**src/rtl/reg_dump_reader.sv**
```systemverilog
// Debug read-port master: walks the core's extra register-file read select and
// streams one frame (PC, r0..r(NUM_REGS-1)) over a valid/ready word interface.
module reg_dump_reader #(
  parameter int NUM_REGS = 32
) (
  input  logic        clk,
  input  logic        rst,
  input  logic        start,
  input  logic [31:0] pc_in,
  input  logic [31:0] reg_data,
  output logic [4:0]  reg_sel,
  output logic [31:0] out_data,
  output logic [5:0]  out_index,
  output logic        out_last,
  output logic        out_valid,
  input  logic        out_ready,
  output logic        busy,
  output logic        done
);

  localparam logic [4:0] LAST_SEL = 5'(NUM_REGS - 1);

  typedef enum logic [1:0] {IDLE, SEND, LOAD} state_t;

  state_t      state, state_nxt;
  logic [4:0]  reg_sel_nxt;
  logic [31:0] out_data_nxt;
  logic [5:0]  out_index_nxt;
  logic        out_last_nxt;
  logic        out_valid_nxt;
  logic        busy_nxt;
  logic        done_nxt;

  always_ff @(posedge clk or posedge rst) begin
    if (rst) begin
      state <= IDLE;
    end else begin
      state <= state_nxt;
    end
  end

  always_comb begin
    state_nxt     = state;
    reg_sel_nxt   = reg_sel;
    out_data_nxt  = out_data;
    out_index_nxt = out_index;
    out_last_nxt  = out_last;
    out_valid_nxt = out_valid;
    busy_nxt      = busy;
    done_nxt      = done;
    unique case (state)
      IDLE: begin
        done_nxt = 1'b0;
        if (start) begin
          out_data_nxt  = pc_in;
          out_index_nxt = 6'd0;
          out_last_nxt  = 1'b0;
          reg_sel_nxt   = 5'd0;
          out_valid_nxt = 1'b1;
          busy_nxt      = 1'b1;
          state_nxt     = SEND;
        end
      end
      SEND: begin
        if (out_valid && out_ready) begin
          out_valid_nxt = 1'b0;
          if (out_last) begin
            busy_nxt  = 1'b0;
            done_nxt  = 1'b1;
            state_nxt = IDLE;
          end else begin
            state_nxt = LOAD;
          end
        end
      end
      LOAD: begin
        // reg_sel has been stable for the whole SEND phase, so reg_data is settled here
        out_data_nxt  = reg_data;
        out_index_nxt = {1'b0, reg_sel} + 6'd1;
        out_last_nxt  = (reg_sel == LAST_SEL);
        reg_sel_nxt   = reg_sel + 5'd1;
        out_valid_nxt = 1'b1;
        state_nxt     = SEND;
      end
      default: state_nxt = IDLE;
    endcase
  end

  always_ff @(posedge clk or posedge rst) begin
    if (rst) begin
      reg_sel   <= 5'd0;
      out_data  <= 32'd0;
      out_index <= 6'd0;
      out_last  <= 1'b0;
      out_valid <= 1'b0;
      busy      <= 1'b0;
      done      <= 1'b0;
    end else begin
      reg_sel   <= reg_sel_nxt;
      out_data  <= out_data_nxt;
      out_index <= out_index_nxt;
      out_last  <= out_last_nxt;
      out_valid <= out_valid_nxt;
      busy      <= busy_nxt;
      done      <= done_nxt;
    end
  end

endmodule
```
**config.mk**
```make
export PLATFORM = sky130hd
export DESIGN_NAME = reg_dump_reader
export DESIGN_NICKNAME = d
export VERILOG_FILES = /design/src/rtl/reg_dump_reader.sv
export SDC_FILE = /design/constraint.sdc
export NUM_CORES = 1
export LEC_CHECK = 0
export CAP_MARGIN = 20
export CORE_MARGIN = 5
export CORE_UTILIZATION = 42
export DETAILED_ROUTE_END_ITERATION = 16
export PLACE_DENSITY = 0.93
export SYNTH_ARGS = -nofsm -noshare
export SYNTH_HDL_FRONTEND = slang
export SYNTH_SLANG_ARGS = --single-unit
```
**constraint.sdc**
```tcl
create_clock -name clk -period 2.6 [get_ports clk]
set_input_delay 0.26 -clock clk [delete_from_list [all_inputs] [get_ports clk]]
set_output_delay 0.26 -clock clk [all_outputs]
set_load 0.03 [all_outputs]
```
==> results of run 1 <==
cell usage in the layout (no fill, tap or decap), types with 2 or more instances in the layout:
cell type / instances
clkdlybuf4s50_1: 114
dfrtp_1: 44
nand2_1: 39
o21ai_1: 35
mux2i_1: 33
clkbuf_8: 6
buf_4: 5
inv_1: 4
a21oi_1: 3
a22o_1: 3
nand2b_1: 2
ha_1: 2
clkbuf_1: 2
cells by family after synthesis:
family	Yosys count
and+or+nand+nor	49
DFF	44
buffers and inverters	23
adders and majority gates	2
AOI/OAI and AO/OA	46
muxes	33
power breakdown:
part	internal (mW)	total (mW)	leakage, nW	switching (mW)
sequential	0.954	1.13	0.552	0.181
combinational	0.769	1.77	0.760	1.00
clock	0.217	0.432	0.0455	0.215
registers in the layout, summed over array words and instances (netlist names):
register   cells
busy           1
done           1
out_data      32
out_index      2
out_last       1
out_valid      1
reg_sel        4
state          2
layout make-up:
type / count / area (um2) / share of cell area (%)
Timing Repair Buffer: 119 / 1180 / 35.6
Sequential cell: 44 / 1100 / 33.3
Multi-Input combinational cell: 130 / 837 / 25.3
Clock buffer: 8 / 90.1 / 2.72
Tap cell: 67 / 83.8 / 2.53
Inverter: 5 / 18.8 / 0.567
final timing paths:
| kind | startpoint | end | depth (start not counted) |
|---|---|---|---|
| max in group asynchronous | rst | out_data[17] | 3 |
| min in group clk | out_data[19] | out_data[19] | 2 |
| min | rst | out_data[27] | 3 |
| max | reg_sel[0] | out_index[0] | 1 |
| min reg2reg | out_data[19] | out_data[19] | 2 |
| max reg2reg | state[1] | out_data[6] | 4 |
routing by layer:
metal	part of all wire (%)	up-vias	global-route usage, %
met2	53	69	30.3
met1	38	800	19.1
met4	0.62	0	3.55
li1	-	880	-
met5	0	-	0
met3	8.8	5	5.32
metrics by stage:
step	cells	hold slack, ps	setup slack, ps
final	373	420	846
after global routing	373	503	783
after floorplan	197	418	1060
after CTS	373	438	841
after detailed placement	365	474	1060
after global placement	365	466	1090
==> flow_summary.ini, run 1 <==
[clocking]
cts_tree = built
cts_sinks = 44
cts_resized = 0
cts_buffers = 5
ctsHtreeMaxLevel = 2
cts.hold.buffers_added = 0
clk_pin_slew_ps = 80
clock_path_buffers = 2
insertion_delay_ps = 280
post-cts-setup-buffers = 0
cts-root-buf = clkbuf_8

[routing]
routedWlPerCell_um = 14.6
initialDrtViolationCount = 48
wirelength_um = 5460
drc = 0
ant_nets = 0
dr.pass1.iters = 4
vias_per_cell = 4.70
routed-via-count = 1754

[layout]
fillers = 413
area_delta_synth_final_pct = 55.7
fin_util_pct = 68.7
final_cell_area_mm2 = 0.00331
diodes = 0
layout-drive-gt1-share_pct = 4.58
finalNetCount = 375

[synth]
yosys.area.top_type = dfrtp_1
synth_fa_ha_area_share_pct = 1.18
synthMuxAreaShare_pct = 15.5
ys_ff_latch = 44
synth_top_area_share_pct = 51.8
syn-instance-count = 197
syn_area_mm2 = 0.00213
yosysMostFrequentCell = dfrtp_1
synth-edff-count = 0
synth_flop_cell = dfrtp_1
synthTopCellsByArea = dfrtp_1, mux2i_1, o21ai_1
yosysSeqAreaShare_pct = 51.8
synth_compound_area_share_pct = 12.4
synth_cell_type_count = 26
syn_area_per_cell_um2 = 10.8
async_flop_share_pct = 100
synth_fp_nets = 267
synth.top_cells.by_count = dfrtp_1, nand2_1, o21ai_1, mux2i_1
yosys.area_share.xor_xnor_pct = 0
synthSimpleGateAreaFrac_pct = 10.3
yosys_warnings = 0
synth_top_family_by_area = multiplexers

[critical_path]
critPathTopFamily = buffers and inverters
crit_path_start_kind = register
critPathArrivalTime_ps = 1490
cp_max_fo = 7
crit_chain = clkdlybuf4s50_1
crit_slowest_cell = clkdlybuf4s50_1
max_stage_delay_ps = 730
critPathBufInv = 1
critPathRequiredTime_ps = 2340
crit_type = register to output port
end_kind = output port
reg2reg_slack_ps = 1040

[power]
ir_drop_mv = 0.516
p_leak_nw = 1.36
total_power_mw = 3.34
power.density_mw_per_mm2 = 1010

[floorplan]
die_area_mm2 = 0.00658
top_level_ports = 115
initial_utilization_pct = 44.1
die_h_um = 81.1
rows = 25
die_x_um = 81.1
core_mm2 = 0.00482

[timing]
rsz0062_at_grt = no
min_period_ps = 1750
finalSetupTns_ps = 0
drv_slew = 0
fmax_mhz = 570
finalHoldViolCount = 0
timing.final.crit_share_pct = 67.5
skew_ps = 6.80
worst_pin_slew_ps = 553
slew_headroom_pct = 63.1
setup_violations = 0

[global_routing]
antenna_found_initial = 0
grt_pass1_wl_um = 8390
track_usage_pct = 16.7
grt_max_degree = 45
grt-ovfl-total = 0
grt_pass1_vias = 1756

[run_status]
outcome = completed

[run]
maxCapViolCount = 0

[placed_design]
dp_hpwl_um = 4340
port_buffers = 114
placed_area_mm2 = 0.00322
place_congestion = 0.733

[hold_path]
hp-class = input port to async pin
No activity file was read; power rests on OpenSTA's default activity.
==> run 2: changes to the inputs <==
CORE_UTILIZATION = 35   (was 42)
PLACE_DENSITY = 0.83   (was 0.93)
clock period = 1.6 ns   (was 2.6 ns; I/O delays follow)
==> flow_summary.ini, run 2 (synthesized netlist as in run 1, its figures left out) <==
[clocking]
cts_sinks = 44
cts_buffers = 5
insertion_delay_ps = 290
clk_pin_slew_ps = 80
clock_path_buffers = 2
post-cts-setup-buffers = 0
ctsHtreeMaxLevel = 2
cts_tree = built
cts-root-buf = clkbuf_8
cts.hold.buffers_added = 0

[power]
power_frac_seq_pct = 31.6
ir_drop_mv = 0.844
p_switching_mw = 2.29
p_int_mw = 3.42
clock_power_share_pct = 16.0
total_power_mw = 5.71
p_sw_share_pct = 40.1
power.density_mw_per_mm2 = 1660
p_comb_share_pct = 52.5
p_leak_nw = 1.50

[routing]
routed-via-count = 1750
vias_per_cell = 4.58
ant_nets = 0
initialDrtViolationCount = 61
drc = 0
wirelength_um = 5190
routedWlPerCell_um = 13.6
dr.pass1.iters = 3

[floorplan]
die_h_um = 87.9
die_x_um = 87.9
initial_utilization_pct = 35.9
top_level_ports = 115
rows = 28
die_area_mm2 = 0.00773
core_mm2 = 0.00592

[placed_design]
port_buffers = 114
dp_hpwl_um = 4060
place_congestion = 0.716

[critical_path]
cp.depth = 1
critPathBufInv = 1
crit_slowest_cell = clkdlybuf4s50_1
cp_max_fo = 4
crit_chain = clkdlybuf4s50_1
end_kind = output port
critPathArrivalTime_ps = 1370
worstRegToRegCells = 4
startpoint = out_last
crit_path_end = out_last
crit_path_start_kind = register
timing.rr.end = out_index[4]
max_stage_delay_ps = 690
critPathTopFamily = buffers and inverters
r2r_start = reg_sel[0]
reg2reg_slack_ps = 150
crit_type = register to output port
critPathRequiredTime_ps = 1440

[layout]
finalNetCount = 376
fin_util_pct = 57.9
top_register = out_data
final_common_cell = clkdlybuf4s50_1
largest_register_ffs = 32
area_delta_synth_final_pct = 61.3
final_cell_mix = clkdlybuf4s50_1, dfrtp_1, nand2_1
top_regs = out_data x32, reg_sel x4
diodes = 0
layout-drive-gt1-share_pct = 5.54

[timing]
fmax_mhz = 653
worst_pin_slew_ps = 344
skew_ps = 5.50
timing.final.crit_share_pct = 95.7
min_period_ps = 1530
rsz0062_at_grt = no
finalHoldViolCount = 0
finalSetupTns_ps = 0
slew_headroom_pct = 77.0
setup_violations = 0
drv_slew = 0

[global_routing]
antenna_found_initial = 0
grt_pass1_vias = 1716
grt_max_degree = 45
track_usage_pct = 13.0
grt-ovfl-total = 0
grt_pass1_wl_um = 7890

[hold_path]
hp-class = input port to async pin

[run]
maxCapViolCount = 0

[run_status]
outcome = completed
-- run 2: how the worst min path moves through the flow --
stage                            start            to  slack [ps]  cells after the start
final                              rst   out_data[6]         210                      3
after global routing               rst   out_data[6]         230                      3
after CTS                          rst   out_data[6]         210                      3
after detailed placement  out_data[27]  out_data[27]         470                      2
after global placement    out_data[28]  out_data[28]         470                      2
after floorplan                  start     out_valid         320                      2
-- run 2: metrics by stage --
step	hold WS (ps)	std cells	worst slack [ps]	area, um2
after floorplan	318	197	64.5	2130
after global placement	466	374	198	3300
after detailed placement	474	374	142	3300
after CTS	213	382	1.83	3420
after global routing	227	382	11.6	3430
final	211	382	69.2	3430
-- run 2: timing repair --
item	CTS	global route
gates cloned	0	0
resized for setup	6	4
setup endpoints to repair	7	4
-- run 2: power by group through the flow --
| stage | combinational, mW | clock (mW) | sequential (mW) |
|---|---|---|---|
| after global placement | 3.00 | 0 | 1.81 |
| after CTS | 3.05 | 0.949 | 1.81 |
| after floorplan | 0.990 | 0 | 2.65 |
| after detailed placement | 3.05 | 0 | 1.83 |
| after global routing | 3.21 | 1.01 | 1.87 |
| final | 2.99 | 0.911 | 1.80 |
-- run 2: final cells by class --
class,instances,area [um2]
clock buffer,7,96.3
fill,527,2490
tap,75,93.8
multi-input combinational,130,837
inverter,5,18.8
sequential,44,1100
timing repair buffer,120,1250
clock inverter,1,30.0
-- run 2: routing by layer --
layer  share of wire [%]  global-route usage, %  up-vias
met5                   0                      0        -
met4                0.73                   2.93        0
met3                  11                   4.99        6
met2                  50                   22.5       66
met1                  39                   15.3      793
li1                    -                      -      885
==> variant 1 (config.mk and constraints of run 1) <==
The 3 states of `state_t` get a one-hot encoding in 3 bits.
--- a/src/rtl/reg_dump_reader.sv
+++ b/src/rtl/reg_dump_reader.sv
@@ -21,5 +21,5 @@
   localparam logic [4:0] LAST_SEL = 5'(NUM_REGS - 1);
 
-  typedef enum logic [1:0] {IDLE, SEND, LOAD} state_t;
+  typedef enum logic [2:0] {IDLE = 3'b001, SEND = 3'b010, LOAD = 3'b100} state_t;
 
   state_t      state, state_nxt;
Function: same outputs for any inputs over 10 cycles, from zero or initial values and one cycle with rst high; not proved beyond that.
==> variant 1 against run 1 <==
- count of clock-buffer cells in the layout down 2
- final area down 3.1%
- via count up 7.8%
- routed wire length up 2.3%
- global-route usage up 0.96 points
- sequential cell count up 1
- die area down 4.3%
- worst setup slack worse by 0.16 ns
- synthesized area down 4.9%
- first-iteration DRC count up 56%
Power is not compared: it rests on default switching activity, and its combinational part moved more than twofold at a synthesized area within 25%.
==> variant 1: results (changes against run 1) <==
synth_area_leaders: "dfrtp_1 54%, o22ai_1 9.9%, a21oi_1 8.4%, inv_1 6.3%, buf_6 2.2%"
synthTopCellsByCount: "44 x dfrtp_1, 34 x a21oi_1, 34 x inv_1"
ff2ff_setup_slack_ns: 0.69  # -0.35 ns
n_fill_cell: 371  # -10%
worstMarginPinSlew_ns: 0.9085  # +0.3553 ns
antenna_found_initial: 0  # unchanged
status: "finished, final reports clean"
routed-wl-met2_mm: 2.854  # -1.6%
route.met3.wl_um: 389  # -19%
synth_fp_nets: 273  # +2.2%
worstPathMaxFanout: 40  # +33
use_met1_pct: 21.77  # +2.7 points
fin_worst_skew_ns: 0.004166  # -0.002631 ns
grt_pass1_wl_mm: 8.880  # +5.8%
grt_max_degree: 46  # +2.2%
drt-total-wl_mm: 5.587  # +2.3%
met1Wirelength_mm: 2.297  # +12%
place_area_um2: 3124  # -3.0%
seq_area_frac_synth_pct: 55.75  # +4.0 points
fin_cells: 363  # -2.7%
reg2reg_depth: 3  # -1
first_iter_violations: 75  # +56%
drive_gt1_share_pct: 4.531  # -0.044 points
synth.distinct_cells: 33  # +27%
reg_top3: "out_data x32, reg_sel x4, state x3"
via_per_inst: 5.209  # +11%
syn_inst: 203  # +3.0%
grt_pass1_vias: 1869  # +6.4%
place_hpwl_mm: 4.201  # -3.1%
cts_max_level: 2  # unchanged
nets: 378  # +0.80%
use_met2_pct: 31.31  # +1.0 points
regToRegEndpoint: "reg_sel[2]"
met3_usage_pct: 4.289  # -1.0 points
[variant 1: area by class of cell]
cell class              instances  area [um^2]  area share [%]
repair buffers                116         1156           36.05
flip-flops and latches         45         1127           35.15
multi-input cells             106        645.6           20.13
inverters                      34        127.6           3.980
clock buffers                   6        72.57           2.263
well taps                      54        67.56           2.107
clock inverters                 2        10.01          0.3121
[variant 1: worst max path at each step]
stage	start	end	slack (ns)	cells past startpoint
floorplan	state[1]	reg_sel[2]	1.04	5
global placement	state[1]	reg_sel[2]	0.72	3
detailed placement	state[1]	reg_sel[2]	0.69	3
CTS	state[1]	reg_sel[2]	0.67	3
global route	state[1]	reg_sel[2]	0.58	3
finish	state[1]	reg_sel[2]	0.69	3
[variant 1: worst max-delay path: stages, from the launching register on]
cell     delay (ns)
dfrtp_1        0.47
or3b_4         0.63
and2_4         0.37
a211o_1        0.32
[variant 1: per-stage QoR]
stage          setup WS [ns]  utilization [%]  hold slack (ns)
2_1_floorplan          1.043                -           0.4005
3_3_place_gp          0.7171            66.59           0.4846
3_5_place_dp          0.6856            66.59           0.4975
4_1_cts               0.6694            68.35           0.5164
5_1_grt               0.5831            68.35           0.5328
6_report              0.6877            68.35           0.4928
[variant 1: cells by family after synthesis]
group / share of synthesized area [%]
and+or+nand+nor: 7.302
DFF: 55.76
buffers and inverters: 12.31
adders and majority gates: 1.237
AOI/OAI and AO/OA: 22.90
muxes: 0.4951
[variant 1: power groups by stage]
stage | Combinational [uW] | Clock (uW) | Sequential, uW
5_1_grt | 264 | 441 | 741
3_3_place_gp | 245 | 0 | 750
6_report | 248 | 399 | 737
4_1_cts | 251 | 415 | 737
3_5_place_dp | 250 | 0 | 751
2_1_floorplan | 31.9 | 0 | 803
==> variant 2 (config.mk and constraints of run 1) <==
Made on the original files. `NUM_REGS`: 32 -> 24.
--- a/src/rtl/reg_dump_reader.sv
+++ b/src/rtl/reg_dump_reader.sv
@@ -2,5 +2,5 @@
 // streams one frame (PC, r0..r(NUM_REGS-1)) over a valid/ready word interface.
 module reg_dump_reader #(
-  parameter int NUM_REGS = 32
+  parameter int NUM_REGS = 24
 ) (
   input  logic        clk,
Check against the original RTL: same outputs for any inputs over 10 cycles, from zero or initial values and one cycle with rst high; that may be too few to reach the edited logic, so the function may still have changed.
==> variant 2 against run 1 <==
- global-route usage grew 0.37 points
- final area grew 0.72%
- routed wire length grew 0.99%
- sequential cell count is the same
- worst setup slack lost 0.062 ns
- total power grew 0.75%
- synthesized area shrank 0.35%
- critical endpoint is now out_data[10]
==> variant 2: results (changes against run 1) <==
first_iter_violations: 65  # +35%
route.met3.wl_um: 492  # +2.9%
p_leak_uw: 0.001350  # -0.56%
crit_end: "out_data[10]"
status: "finished, final reports clean"
cts_resized: 0  # unchanged
grt_pass1_vias: 1859  # +5.9%
grt_usage_pct: 17.04  # +0.37 points
seq_area_frac_synth_pct: 51.98  # +0.18 points
gp_congestion: 0.7952  # +8.5%
dp.cells: 364  # -0.27%
drive_gt1_share_pct: 4.575  # unchanged
place_hpwl_mm: 4.279  # -1.3%
crit_path_top_delay_cell: "nor2b_4"
synth.distinct_cells: 29  # +12%
crit_type: "register to register"
post_cts_buffers: 0  # unchanged
avgRoutedWirePerCell_um: 14.78  # +0.99%
worstPathMaxFanout: 24  # +17
dr_total_vias: 1809  # +3.1%
grt_pass1_wl_mm: 8.625  # +2.8%
synth_area_leaders: "dfrtp_1 52%, mux2i_1 16%, o21ai_1 6.6%, nand2_1 6.6%, buf_12 3.8%"
ff2ff_setup_slack_ns: 0.78  # -0.26 ns
worstMarginPinSlew_ns: 0.5335  # -0.01972 ns
r2r-start: "state[1]"
fin_worst_skew_ns: 0.005484  # -0.001312 ns
routed-wl-met2_mm: 2.880  # -0.66%
arrival_ns: 1.98  # +0.49 ns
worst_path_largest_cell_delay_ns: 0.56  # -0.17 ns
synth_fp_nets: 267  # unchanged
met1Wirelength_mm: 2.076  # +1.4%
nets: 374  # -0.27%
[variant 2: worst min path at each step]
stage,to,slack (ns)
finish,out_data[17],0.14
global route,out_data[17],0.14
CTS,out_data[11],0.49
detailed placement,out_data[11],0.48
global placement,out_data[28],0.46
floorplan,out_valid,0.42
[variant 2: cell type report]
type                       instances  area, um^2
clock buffer                       8       90.09
inverter                           4       15.01
timing repair buffer             118        1196
multi-input combinational        132       847.1
sequential                        44        1101
fill                             412        1484
tap                               67       83.83
[variant 2: power by group]
part / leakage [uW] / internal (uW) / switching [uW] / total [uW]
clock: 0.0000455 / 217 / 210 / 427
combinational: 0.000752 / 778 / 1020 / 1800
sequential: 0.000552 / 956 / 185 / 1140
[variant 2: critical path: cells and delay by family, from the launching register on]
family	cells	cell delay, ns
AOI/OAI and AO/OA	1	0.07
buffers and inverters	1	0.27
muxes	1	0.24
DFF	1	0.55
and+or+nand+nor	1	0.56
[variant 2: metrics by stage]
| stage | area, um^2 | setup slack, ns | utilization, % | power (uW) |
|---|---|---|---|---|
| 2_1_floorplan | 2118 | 1.140 | - | 2232 |
| 4_1_cts | 3313 | 0.7596 | 68.78 | 3406 |
| 3_5_place_dp | 3223 | 0.7804 | 66.91 | 2971 |
| 3_3_place_gp | 3223 | 0.8468 | 66.91 | 2913 |
| 5_1_grt | 3333 | 0.6096 | 69.19 | 3584 |
| 6_report | 3333 | 0.7844 | 69.19 | 3364 |
[variant 2: cells by family (layout without fill, tap and decap cells)]
family | count (synthesis) | in the layout | share of synthesized area, %
muxes | 34 | 34 | 16.13
buffers and inverters | 22 | 130 | 8.387
and+or+nand+nor | 51 | 51 | 11.10
DFF | 44 | 44 | 51.98
adders and majority gates | 1 | 1 | 0.5906
AOI/OAI and AO/OA | 46 | 46 | 11.81
[variant 2: per-layer routing]
metal,vias up,global-route usage (%)
met4,0,4.561
met2,73,30.38
li1,888,-
met3,7,5.654
met1,841,19.49
met5,-,0
